--- src/rtl/gpr_wb_arbiter.sv ---
// rtl/gpr_wb_arbiter.sv - GPR write-port arbiter between ALU writeback and buffered load returns
// ALU has fixed priority; loads drain from a small FIFO with a starvation escape and RAW scoreboard.
module gpr_wb_arbiter #(
    parameter int DEPTH        = 2,
    parameter int STARVE_LIMIT = 4
) (
    input  logic        clk,
    input  logic        rst,
    input  logic        alu_valid,
    input  logic [4:0]  alu_rd,
    input  logic [31:0] alu_data,
    input  logic        ld_valid,
    output logic        ld_ready,
    input  logic [4:0]  ld_rd,
    input  logic [31:0] ld_data,
    input  logic        ld_issue,
    input  logic [4:0]  ld_issue_rd,
    output logic [31:0] pend,
    output logic        wb_stall,
    output logic        gpr_we,
    output logic [4:0]  gpr_rd,
    output logic [31:0] gpr_rrd,
    output logic        err
);
    localparam int AW = $clog2(DEPTH);
    localparam int CW = $clog2(STARVE_LIMIT + 1);

    typedef enum logic {
        ST_NORMAL,
        ST_FORCE
    } state_t;

    state_t state, state_next;

    logic [4:0]    fifo_rd   [DEPTH];
    logic [31:0]   fifo_data [DEPTH];
    logic [AW:0]   wptr, rptr;
    logic          empty, full;
    logic [CW-1:0] cnt, cnt_next;
    logic          push, pop, win, viol;
    logic [4:0]    win_rd, head_rd;
    logic [31:0]   win_data;
    logic [31:0]   pend_next;

    // Extra pointer bit distinguishes full from empty when the indices match
    assign empty    = (wptr == rptr);
    assign full     = (wptr[AW] != rptr[AW]) && (wptr[AW-1:0] == rptr[AW-1:0]);
    assign ld_ready = !full;
    assign head_rd  = fifo_rd[rptr[AW-1:0]];

    always_comb begin
        state_next = ST_NORMAL;
        wb_stall   = 1'b0;
        pop        = 1'b0;
        win        = 1'b0;
        win_rd     = alu_rd;
        win_data   = alu_data;
        cnt_next   = cnt;
        viol       = 1'b0;
        push       = ld_valid && !full;
        pend_next  = pend;

        // Stall is a single-cycle request; the cycle after it is the FORCE slot
        wb_stall = (cnt == CW'(STARVE_LIMIT)) && !empty && (state == ST_NORMAL);
        if (wb_stall) begin
            state_next = ST_FORCE;
        end

        if (alu_valid) begin
            win = 1'b1;
            if ((state == ST_FORCE) || pend[alu_rd]) begin
                viol = 1'b1;
            end
            if (empty) begin
                cnt_next = '0;
            end else if (cnt != CW'(STARVE_LIMIT)) begin
                cnt_next = cnt + CW'(1);
            end
        end else if (!empty) begin
            pop      = 1'b1;
            win      = 1'b1;
            win_rd   = head_rd;
            win_data = fifo_data[rptr[AW-1:0]];
            cnt_next = '0;
        end else begin
            cnt_next = '0;
        end

        if (ld_valid && full) begin
            viol = 1'b1;
        end

        // Clear before set so an issue to the same register in this cycle wins
        if (pop) begin
            pend_next[head_rd] = 1'b0;
        end
        if (ld_issue && (ld_issue_rd != 5'd0)) begin
            pend_next[ld_issue_rd] = 1'b1;
        end
    end

    always_ff @(posedge clk) begin
        if (push) begin
            fifo_rd[wptr[AW-1:0]]   <= ld_rd;
            fifo_data[wptr[AW-1:0]] <= ld_data;
        end
    end

    always_ff @(posedge clk or posedge rst) begin
        if (rst) begin
            state   <= ST_NORMAL;
            wptr    <= '0;
            rptr    <= '0;
            cnt     <= '0;
            pend    <= '0;
            err     <= 1'b0;
            gpr_we  <= 1'b0;
            gpr_rd  <= '0;
            gpr_rrd <= '0;
        end else begin
            state  <= state_next;
            wptr   <= wptr + (AW + 1)'(push);
            rptr   <= rptr + (AW + 1)'(pop);
            cnt    <= cnt_next;
            pend   <= pend_next;
            err    <= err | viol;
            gpr_we <= win && (win_rd != 5'd0);
            if (win && (win_rd != 5'd0)) begin
                gpr_rd  <= win_rd;
                gpr_rrd <= win_data;
            end
        end
    end
endmodule
--- config.mk ---
export PLATFORM = sky130hd
export DESIGN_NAME = gpr_wb_arbiter
export DESIGN_NICKNAME = d
export VERILOG_FILES = /design/src/rtl/gpr_wb_arbiter.sv
export SDC_FILE = /design/constraint.sdc
export NUM_CORES = 1
export LEC_CHECK = 0
export ABC_AREA = 1
export CAP_MARGIN = 0
export CORE_MARGIN = 2
export CORE_UTILIZATION = 55
export CTS_BUF_LIST = sky130_fd_sc_hd__clkbuf_4
export DETAILED_ROUTE_END_ITERATION = 10
export PLACE_DENSITY = 0.87
export SETUP_SLACK_MARGIN = 0.02
export SLEW_MARGIN = 10
export SYNTH_ARGS = -nofsm -noshare
export SYNTH_HDL_FRONTEND = slang
export SYNTH_SLANG_ARGS = --single-unit
--- constraint.sdc ---
create_clock -name clk -period 4.1 [get_ports clk]
set_input_delay 0.82 -clock clk [delete_from_list [all_inputs] [get_ports clk]]
set_output_delay 0.82 -clock clk [all_outputs]
set_load 0.01 [all_outputs]
[Word-level counts from Yosys, hierarchy flattened]
Memory sizes are Yosys's and may differ from the RTL's.
Index checks and enable logic that the tools add are counted.
Word-level totals
  flip-flop bits (word level): 79
  RAM bits: 74
  input port bits: 84
  word-level logic and storage cells: 68
  memories: 2
Cells by class
  $add $sub $neg: 3
  $lt $le $gt $ge: 5
  equality and inequality tests: 6
  mux-type cells: 24
  bitwise operators: 5
  reductions and logical operators: 14
Memories
  fifo_data: depth 2, bits a word 32, read ports 1, clocked after Yosys merged registers in 0, write ports 1, line 36  | logic [31:0] fifo_data [DEPTH];
  fifo_rd: depth 2, bits a word 5, read ports 1, clocked after Yosys merged registers in 0, write ports 1, line 35  | logic [4:0] fifo_rd [DEPTH];
Operators by type and width (number)
  2-to-1 mux 32 bit: 4
  bitwise AND 32 bit: 1
  NOT 32 bit: 1
  OR 32 bit: 1
  < comparator 5 x 6 -> 1 bit, second input constant: 3
  2-to-1 mux 1 bit: 12
  demux 1 bit (select 5 bit): 2
  greater-or-equal comparator 5 x 1 -> 1 bit, second input constant: 2
  2-to-1 mux 5 bit: 2
  nonzero test 5 bit: 2
  logical AND 1 bit: 9
  2-to-1 mux 3 bit: 3
  binary-select mux 1 bit (select 5 bit): 1
  adder 2 x 1 -> 2 bit: 2
  adder 3 x 1 -> 3 bit, second input constant: 1
  equality test 3 bit, second input constant: 1
  inequality test 3 x 1 -> 1 bit, second input constant: 1
  inequality test 3 bit, second input constant: 1
  equality test 2 bit: 1
  zero test 1 bit: 2
  equality test 1 bit: 1
  logical OR 1 bit: 1
  inequality test 1 bit: 1
  NOT 1 bit: 1
  OR 1 bit: 1

[Depth between registers and ports, before layout]
Gate-level depths: netlist of the first run.
An unclocked memory read counts as a cell.
  depth after elaboration: 10
  depth in mapped cells: 13

[Least setup slack after synthesis of the first run]
Ideal clock, no wire load.
  path type: input to register
  start: in ld_valid
  end: mem fifo_data[1][0], enable pin
  setup time: 0.399 ns
  arrival: 2.070 ns
  data required time: 3.701 ns
  path slack: 1.631 ns
  cell stages on the path: 2
  path through: a21boi_0 -> ha_1
Between the ends
  cells in the longest elaborated chain, start to end: 3
RTL lines
  start: declaration: line 12  | input logic ld_valid,
  logical AND 1 bit: line 60  | push = ld_valid && !full;
  2-to-1 mux 1 bit: line 103  | if (push) begin
  2-to-1 mux 1 bit (not written as such): line 105  | fifo_data[wptr[AW-1:0]] <= ld_data;
  end: declaration: line 36
No other way between the ends.

[Worst setup path in the final report of the first run]
  start: reg rptr[0]
  end: out wb_stall
Between the ends
  cells in the longest elaborated chain, start to end: 4
RTL lines
  start: declaration: line 37  | logic [AW:0] wptr, rptr;
  start signal: assignment: line 123  | rptr <= rptr + (AW + 1)'(pop);
  equality test 2 bit: line 46  | assign empty = (wptr == rptr);
  zero test 1 bit
  logical AND 1 bit (2 in series): line 64  | wb_stall = (cnt == CW'(STARVE_LIMIT)) && !empty && (state == ST_NORMAL);
  end: declaration: line 19  | output logic wb_stall,
No other way between the ends.

==> run_results.csv, run 1 <==
group,metric,value,unit
clock_network,ctsHtreeMaxLevel,4,
synthesis,yosysUniqueCellTypes,26,
grt,grt_pass1_wl,28000,um
clock_network,clock_sinks,153,
clock_network,cts_buffers,17,
floorplanning,core,11900,um2
power_and_ir_drop,internal_power,3.73,mW
timing,tightestPinTransition,0.969,ns
timing,clock_skew,0.0160,ns
timing,finalCritPeriodShare,0.819,
placement,port_buffers,156,
clock_network,cts_tree,"built",
setup_path,crit_fanout,35,
timing,rsz0062_at_grt,"false",
outcome,status,"completed",
layout,instances_no_fill,1009,
synthesis,synth_top_cell_by_area,"edfxtp_1",
layout,fin_util,0.723,
routing,drtIter0Drc,492,
job,maxCapViolations,0,
routing,ant_nets,0,
floorplanning,die_h,114,um
floorplanning,initial_utilization,0.558,
setup_path,critPathTopFamily,"buffers and inverters",
setup_path,worstRegToRegCells,10,
grt,overflow,0,
power_and_ir_drop,sw_frac_of_total,0.398,
layout,fin_nets,938,
setup_path,cp_data_arrival_time,2.54,ns
clock_network,cts-root-buf,"clkbuf_4",
setup_path,crit_buf_inv,3,
power_and_ir_drop,p_per_area,721,nW/um2
synthesis,synthesis.nets,785,
layout,final_cell_mix,"220 x nand2_1, 156 x clkdlybuf4s50_1, 80 x nand3_1",
hold_path,holdPathEnd,"gpr_rrd[2]$_DFFE_PP0P_",
clock_network,holdBufCountCts,0,
setup_path,max_stage_delay,0.61,ns
timing,slew_headroom,0.354,
placement,placed_cells,977,
layout,layout.cells.most_common,"nand2_1",
synthesis,synth_area,6650,um2
power_and_ir_drop,p_leak,3.66,nW
floorplanning,ios,157,
synthesis,yosys_warnings,0,
floorplanning,dieArea,13000,um2
placement,gp_congestion,0.931,
power_and_ir_drop,irDropWorstVdd,0.365,mV
clock_network,clockBufferDepth,2,
grt,first_global_vias,5646,
timing,report.final.slew_viol_count,0,
clock_network,cts-resized-gates,0,
layout,diodes,0,
layout,syn_to_final_growth,29.4,%
synthesis,postSynthCellCount,696,
setup_path,worst_setup_path_start_kind,"register",
timing,finalSetupViolations,0,
timing,fmax,298,MHz
timing,min_period,3.36,ns
power_and_ir_drop,p_clk_frac,0.152,
routing,drt-total-wl,17800,um
synthesis,ys_top_cells_by_area,"edfxtp_1 33%, dfrtp_1 30%, nand2_1 12%, nand3_1 6.0%, o21ai_0 5.0%",
timing,tns,0,ns
grt,globalRouteTotalUtil,0.281,
floorplanning,rows,40,
routing,routedWlPerCell,17.6,um
routing,viasPerCell,5.64,
grt,antenna_found_initial,0,
clock_network,clkTransAtPathRegs,0.15,ns
power_and_ir_drop,power_frac_seq,0.416,
timing,hold_viol,0,
setup_path,cpMaxStageDelayCell,"clkdlybuf4s50_1",
hold_path,holdPathStages,2,
clock_network,clk_latency,0.54,ns
setup_path,path_class,"reg2out",
placement,dp_hpwl,12400,um
routing,route.detailed.drc,0,
routing,num_vias,5686,
synthesis,avgSynthCellArea,9.56,um2
synthesis,synth_top_area_share,0.334,
hold_path,min_path_type,"reg2reg",
power_and_ir_drop,pwr-share-comb,0.431,
setup_path,r2r_start,"rptr[0]$_DFF_PP0_",
setup_path,r2r_setup_slack,1.43,ns
power_and_ir_drop,p_sw,2.47,mW
placement,place_area,8310,um2
floorplanning,die_w,114,um
routing,dr.pass1.iters,5,
grt,grt_max_degree,52,
synthesis,ys_seq_area_frac,0.631,
layout,drive_gt1_frac,0.0568,
hold_path,min_from,"gpr_rrd[2]$_DFFE_PP0P_",
setup_path,required,3.28,ns
layout,design_area,8610,um2
clock_network,postCtsSetupBuffers,0,
setup_path,cp-end-kind,"output port",
setup_path,r2r-end,"gpr_rrd[28]$_DFFE_PP0P_",
setup_path,crit_chain,"inv_2 > nand2_1 > nand2_2 > nand2_4 > inv_1 > nor3_1 > clkdlybuf4s50_1",
synthesis,synth-seq-cells,153,
cells in the mapped netlist:
master and instances:
inv_2 1, xnor2_1 1, clkinv_1 1, nor3_1 1
ha_1 5, buf_4 5, o21ai_1 5, a31o_2 1
o21ai_0 66, buf_2 9, nand2_1 220, buf_6 2
dfrtp_1 79, a31oi_1 32, nand2_4 2, xor2_1 2
nand4_1 4, nand2_2 1, nand3_1 80, a21boi_0 1
a211oi_1 1, clkbuf_1 10, inv_1 52, nor2_1 38
edfxtp_1 74, buf_1 3
layout make-up:
class	count	area (um2)
flip-flops and latches	153	4200
well taps	147	184
fillers	824	3300
inverters	54	204
clock buffers	17	128
repair buffers	163	1610
clock inverters	15	174
multi-input cells	460	2100
flip-flops by register name (all words and copies together) (netlist names):
signal	flops
fifo_rd	10
wptr	2
gpr_we	1
pend	32
err	1
gpr_rd	5
cnt	3
rptr	2
fifo_data	64
state	1
gpr_rrd	32
power groups by stage:
| stage | Combinational [mW] | Sequential [mW] | Clock (mW) |
|---|---|---|---|
| finish | 2.68 | 2.58 | 0.945 |
| global route | 2.95 | 2.64 | 1.02 |
| CTS | 2.67 | 2.57 | 0.959 |
| detailed placement | 2.66 | 2.60 | 0 |
| global placement | 2.55 | 2.59 | 0 |
| floorplan | 1.31 | 2.69 | 0 |
per-layer routing:
layer  wire length, um  global-route usage
met4               401               0.114
met5                 0                   0
met1              7150               0.362
met3              1420              0.0616
met2              8810               0.467
stage by stage:
| step | hold WS, ns | worst slack, ns | total power [mW] |
|---|---|---|---|
| after global routing | 0.519 | 0.577 | 6.62 |
| after floorplan | 0.460 | 1.26 | 4.00 |
| after detailed placement | 0.463 | 0.863 | 5.26 |
| final | 0.492 | 0.741 | 6.21 |
| after global placement | 0.448 | 0.994 | 5.13 |
| after CTS | 0.492 | 0.727 | 6.20 |
how the worst max path moves through the flow:
| stage | startpoint | end | slack [ns] | cells past startpoint |
|---|---|---|---|---|
| after global routing | rptr[0]$_DFF_PP0_ | wb_stall | 0.58 | 7 |
| after floorplan | rst | cnt[0]$_DFFE_PP0P_ | 1.26 | 1 |
| after CTS | rptr[0]$_DFF_PP0_ | wb_stall | 0.73 | 7 |
| after global placement | alu_rd[0] | gpr_rrd[29]$_DFFE_PP0P_ | 0.99 | 11 |
| after detailed placement | alu_rd[0] | gpr_rrd[3]$_DFFE_PP0P_ | 0.86 | 11 |
| final | rptr[0]$_DFF_PP0_ | wb_stall | 0.74 | 7 |
tightest hold or removal path: stages, from the launching register on:
cell and delay [ns]:
dfrtp_1 0.37, nand2_1 0.06, nand2_1 0.05
cell families after synthesis:
| family | Yosys count | synth area share |
|---|---|---|
| AOI/OAI and AO/OA | 106 | 0.0871 |
| xor gates and xnor gates | 3 | 0.00395 |
| adders and majority gates | 5 | 0.00941 |
| buffers and inverters | 83 | 0.0536 |
| DFF | 153 | 0.631 |
| and+or+nand+nor | 346 | 0.215 |
No activity file was read; power rests on OpenSTA's default activity.
==> run 2, diff against run 1 <==
CORE_UTILIZATION = 52   (was 55)
PLACE_DENSITY = 0.83   (was 0.87)
clock period = 3.3 ns   (was 4.1 ns; I/O delays follow)
==> run_results.csv, run 2 (synthesis results as in run 1) <==
group,metric,value,unit
clock_network,clkTransAtPathRegs,0.12,ns
setup_path,cp-end-kind,"output port",
floorplanning,initial_utilization,0.529,
setup_path,worst_setup_path_start_kind,"register",
timing,clock_skew,0.0191,ns
setup_path,required,2.64,ns
layout,design_area,8720,um2
floorplanning,die_h,117,um
grt,grt_use_met3,0.0623,
clock_network,clk_latency,0.56,ns
hold_path,min_path_type,"reg2reg",
timing,report.final.slew_viol_count,0,
grt,globalRouteTotalUtil,0.269,
routing,dr.pass1.iters,5,
routing,num_vias,5787,
power_and_ir_drop,p_leak,3.71,nW
floorplanning,rows,41,
outcome,status,"completed",
setup_path,crit_fanout,22,
routing,routedWlPerCell,16.9,um
routing,viasPerCell,5.54,
grt,first_global_vias,5547,
timing,slew_headroom,0.642,
timing,fmax,323,MHz
layout,multiInputGateArea,2100,um2
placement,gp_congestion,0.921,
layout,fillCellCount,942,
routing,drtIter0Drc,445,
placement,port_buffers,156,
power_and_ir_drop,irDropWorstVdd,0.426,mV
layout,layout.cells.most_common,"nand2_1",
floorplanning,dieArea,13700,um2
clock_network,holdBufCountCts,0,
clock_network,cts_buffers,17,
floorplanning,die_w,117,um
setup_path,cp_data_arrival_time,2.43,ns
grt,globalRouteMet2Util,0.446,
floorplanning,ios,157,
routing,route.detailed.drc,0,
clock_network,clockBufferDepth,2,
grt,met1_usage,0.337,
power_and_ir_drop,p_per_area,883,nW/um2
grt,overflow,0,
timing,holdWs,0.483,ns
clock_network,clock_sinks,153,
routing,drt-total-wl,17700,um
layout,syn_to_final_growth,31.0,%
layout,largest_register_ffs,64,
timing,hold_viol,0,
grt,grt_pass1_wl,27400,um
layout,final_cell_mix,"220 x nand2_1, 156 x clkdlybuf4s50_1, 80 x nand3_1",
job,maxCapViolations,0,
placement,place_area,8450,um2
layout,fin_nets,948,
timing,finalSetupViolations,0,
grt,grt_max_degree,80,
routing,ant_nets,0,
timing,tns,0,ns
layout,drive_gt1_frac,0.0654,
clock_network,ctsHtreeMaxLevel,4,
layout,seqCellArea,4200,um2
timing,min_period,3.09,ns
clock_network,cts-root-buf,"clkbuf_4",
floorplanning,core,12600,um2
placement,dp_hpwl,12500,um
layout,diodes,0,
timing,tightestPinTransition,0.535,ns
grt,grt-busiest-layer,"met2",
timing,rsz0062_at_grt,"false",
clock_network,cts_tree,"built",
timing,finalCritPeriodShare,0.937,
grt,antenna_found_initial,0,
setup_path,path_class,"reg2out",
[run 2: cell count changes in the layout (fill, tap and decap cells not counted), sizes merged]
cell	previous run	this run
inv	61	56
clkbuf	17	19
clkinvlp	3	1
buf	7	17
clkinv	4	9
[run 2: repair_timing]
item	4_1_cts	5_1_grt
setup endpoints to repair	0	1
gates resized for setup	0	1
buffers inserted	0	0
[run 2: area by class of cell]
class,count,share of cell area
clock buffers,19,0.0164
clock inverters,13,0.0138
inverters,54,0.0234
multi-input cells,460,0.241
flip-flops and latches,153,0.482
well taps,172,0.0247
repair buffers,173,0.199
[run 2: final timing paths]
check / start / end / slack (ns) / cells past startpoint
max: rptr[0]$_DFF_PP0_ / wb_stall / 0.21 / 8
min: state$_DFF_PP0_ / state$_DFF_PP0_ / 0.48 / 1
max reg2reg: rptr[0]$_DFF_PP0_ / gpr_rrd[10]$_DFFE_PP0P_ / 1.10 / 12
min reg2reg: state$_DFF_PP0_ / state$_DFF_PP0_ / 0.48 / 1
max in group asynchronous: rst / rptr[0]$_DFF_PP0_ / 2.46 / 3
min in group asynchronous: rst / gpr_rrd[1]$_DFFE_PP0P_ / 0.49 / 3
[run 2: metrics by stage]
stage	utilization	power (mW)	setup WS [ns]	cells
after global placement	0.672	6.48	0.791	1012
after CTS	0.693	7.71	0.0835	1044
final	0.693	7.69	0.208	1044
after floorplan	-	4.97	0.617	696
after detailed placement	0.672	6.63	0.723	1012
after global routing	0.693	8.22	0.0443	1044
[run 2: power breakdown]
group          leakage [nW]  switching, mW  internal [mW]
clock network         0.143          0.689          0.398
registers              1.62          0.423           2.77
logic                  1.95           1.90           1.52
total                  3.71           3.01           4.69
[run 2: worst max-delay path: stages, from the launching register on]
cell and delay [ns]:
dfrtp_1 0.39, buf_6 0.22, inv_2 0.06, nand2_1 0.08, nand2_2 0.09, nand2_4 0.13
inv_1 0.10, nor3_1 0.23, clkdlybuf4s50_1 0.59
[run 2: metal layers]
| metal | up-vias | share of wire |
|---|---|---|
| met5 | - | 0 |
| met4 | 0 | 0.027 |
| met3 | 44 | 0.083 |
| met2 | 316 | 0.50 |
| met1 | 2755 | 0.39 |
| li1 | 2672 | - |
==> run 3, diff against run 2 <==
PLACE_DENSITY = 0.92   (was 0.83)
==> run_results.csv, run 3 (synthesis results as in run 1) <==
group,metric,value,unit
outcome,status,"completed",
routing,met1_length,6470,um
setup_path,crit_chain,"inv_2 > nand2_1 > nand2_2 > nand2_4 > inv_1 > nor3_1 > clkdlybuf4s50_1",
timing,slew_headroom,0.556,
grt,globalRouteTotalUtil,0.253,
clock_network,cts-root-buf,"clkbuf_4",
layout,layout.cells.most_common,"nand2_1",
timing,finalCritPeriodShare,0.918,
setup_path,path_class,"reg2out",
setup_path,worst_setup_path_start_kind,"register",
timing,tns,0,ns
routing,route.detailed.drc,0,
layout,fillCellCount,899,
setup_path,cpMaxStageDelayCell,"dfrtp_2",
clock_network,clk_latency,0.54,ns
clock_network,holdBufCountCts,0,
setup_path,crit_fanout,14,
routing,dr_wl_met3,1490,um
floorplanning,rows,41,
routing,ant_nets,0,
routing,num_vias,5695,
floorplanning,initial_utilization,0.529,
power_and_ir_drop,sw_frac_of_total,0.378,
layout,seqCellArea,4200,um2
timing,report.final.slew_viol_count,0,
clock_network,clkTransAtPathRegs,0.12,ns
clock_network,clockBufferDepth,2,
timing,clock_skew,0.0129,ns
placement,dp_hpwl,11700,um
power_and_ir_drop,p_clk_frac,0.154,
placement,pre_cts_ws,0.610,ns
layout,syn_to_final_growth,31.3,%
layout,fin_nets,943,
routing,viasPerCell,5.48,
routing,routedWlPerCell,16.3,um
power_and_ir_drop,internal_power,4.83,mW
clock_network,cts_tree,"built",
clock_network,clock_sinks,153,
power_and_ir_drop,pwr-share-comb,0.433,
timing,rsz0062_at_grt,"false",
routing,topRoutingLayerUsed,"met5",
routing,route.met2.wl,8280,um
power_and_ir_drop,power_frac_seq,0.413,
power_and_ir_drop,p_per_area,889,nW/um2
setup_path,cp-end-kind,"output port",
timing,hold_viol,0,
hold_path,min_path_type,"reg2reg",
layout,final_cell_mix,"220 x nand2_1, 156 x clkdlybuf4s50_1, 80 x nand3_1",
layout,largest_register_ffs,64,
clock_network,postCtsSetupBuffers,0,
routing,drt-total-wl,16900,um
timing,fmax,330,MHz
grt,first_global_vias,5394,
power_and_ir_drop,power,7.76,mW
setup_path,required,2.64,ns
clock_network,ctsHtreeMaxLevel,4,
floorplanning,die_h,117,um
grt,antenna_found_initial,2,
power_and_ir_drop,p_sw,2.93,mW
routing,dr.pass1.iters,7,
timing,holdWs,0.461,ns
floorplanning,ios,157,
setup_path,max_stage_delay,0.60,ns
setup_path,cp_data_arrival_time,2.37,ns
floorplanning,core,12600,um2
timing,tightestPinTransition,0.665,ns
floorplanning,dieArea,13700,um2
timing,finalSetupViolations,0,
clock_network,cts-resized-gates,0,
grt,grt_pass1_wl,26000,um
placement,gp_congestion,0.898,
job,maxCapViolations,0,
power_and_ir_drop,irDropWorstVdd,0.749,mV
placement,port_buffers,156,
timing,min_period,3.03,ns
floorplanning,die_w,117,um
layout,multiInputGateArea,2110,um2
layout,drive_gt1_frac,0.0612,
grt,grt_max_degree,66,
timing,fin_ws,0.269,ns
routing,drtIter0Drc,707,
grt,overflow,0,
power_and_ir_drop,p_leak,3.71,nW
clock_network,cts_buffers,17,
## run 3: cell types whose count changed in the layout (fill, tap and decap cells not counted), moves of 2 or more
cell       delta
buf_4         -5
bufinv_16     +2
clkinv_4      -2
inv_6         -2
## run 3: cell type report
class                           instances  area share
Tap cell                              172      0.0246
Inverter                               54      0.0233
Antenna cell                            1    0.000286
Multi-Input combinational cell        460       0.242
Clock inverter                         11      0.0170
Sequential cell                       153       0.481
Clock buffer                           20      0.0172
Timing Repair Buffer                  168       0.195
## run 3: final timing paths
check / depth (start not counted) / slack [ns] / to / startpoint
worst max-delay path: 7 / 0.27 / wb_stall / rptr[0]$_DFF_PP0_
worst min-delay path: 1 / 0.46 / state$_DFF_PP0_ / state$_DFF_PP0_
worst max register to register: 9 / 0.84 / gpr_rrd[17]$_DFFE_PP0P_ / rptr[0]$_DFF_PP0_
worst min register to register: 1 / 0.46 / state$_DFF_PP0_ / state$_DFF_PP0_
max in group asynchronous: 3 / 2.13 / gpr_rrd[21]$_DFFE_PP0P_ / rst
min in group asynchronous: 2 / 0.50 / err$_DFF_PP0_ / rst
## run 3: metal layers
| metal | up-vias | global-route usage |
|---|---|---|
| met4 | 2 | 0.129 |
| li1 | 2662 | - |
| met3 | 63 | 0.0669 |
| met5 | - | 0 |
| met2 | 327 | 0.413 |
| met1 | 2641 | 0.313 |
## run 3: power groups by stage
stage | sequential [mW] | clock, mW | combinational [mW]
2_1_floorplan | 3.34 | 0 | 1.63
3_3_place_gp | 3.20 | 0 | 3.23
3_5_place_dp | 3.24 | 0 | 3.35
4_1_cts | 3.19 | 1.21 | 3.36
5_1_grt | 3.27 | 1.27 | 3.72
6_report | 3.21 | 1.19 | 3.36
## run 3: worst max-delay path, delay by kind of cell, from the launching register on
family	cells	cell delay (ns)
flops	1	0.60
buf+inv	3	0.73
simple gates	4	0.51
## run 3: through the flow
step | area [um2] | cells | utilization
3_3_place_gp | 8430 | 1007 | 0.671
6_report | 8730 | 1039 | 0.695
3_5_place_dp | 8430 | 1007 | 0.671
4_1_cts | 8730 | 1038 | 0.695
2_1_floorplan | 6650 | 696 | -
5_1_grt | 8730 | 1039 | 0.695
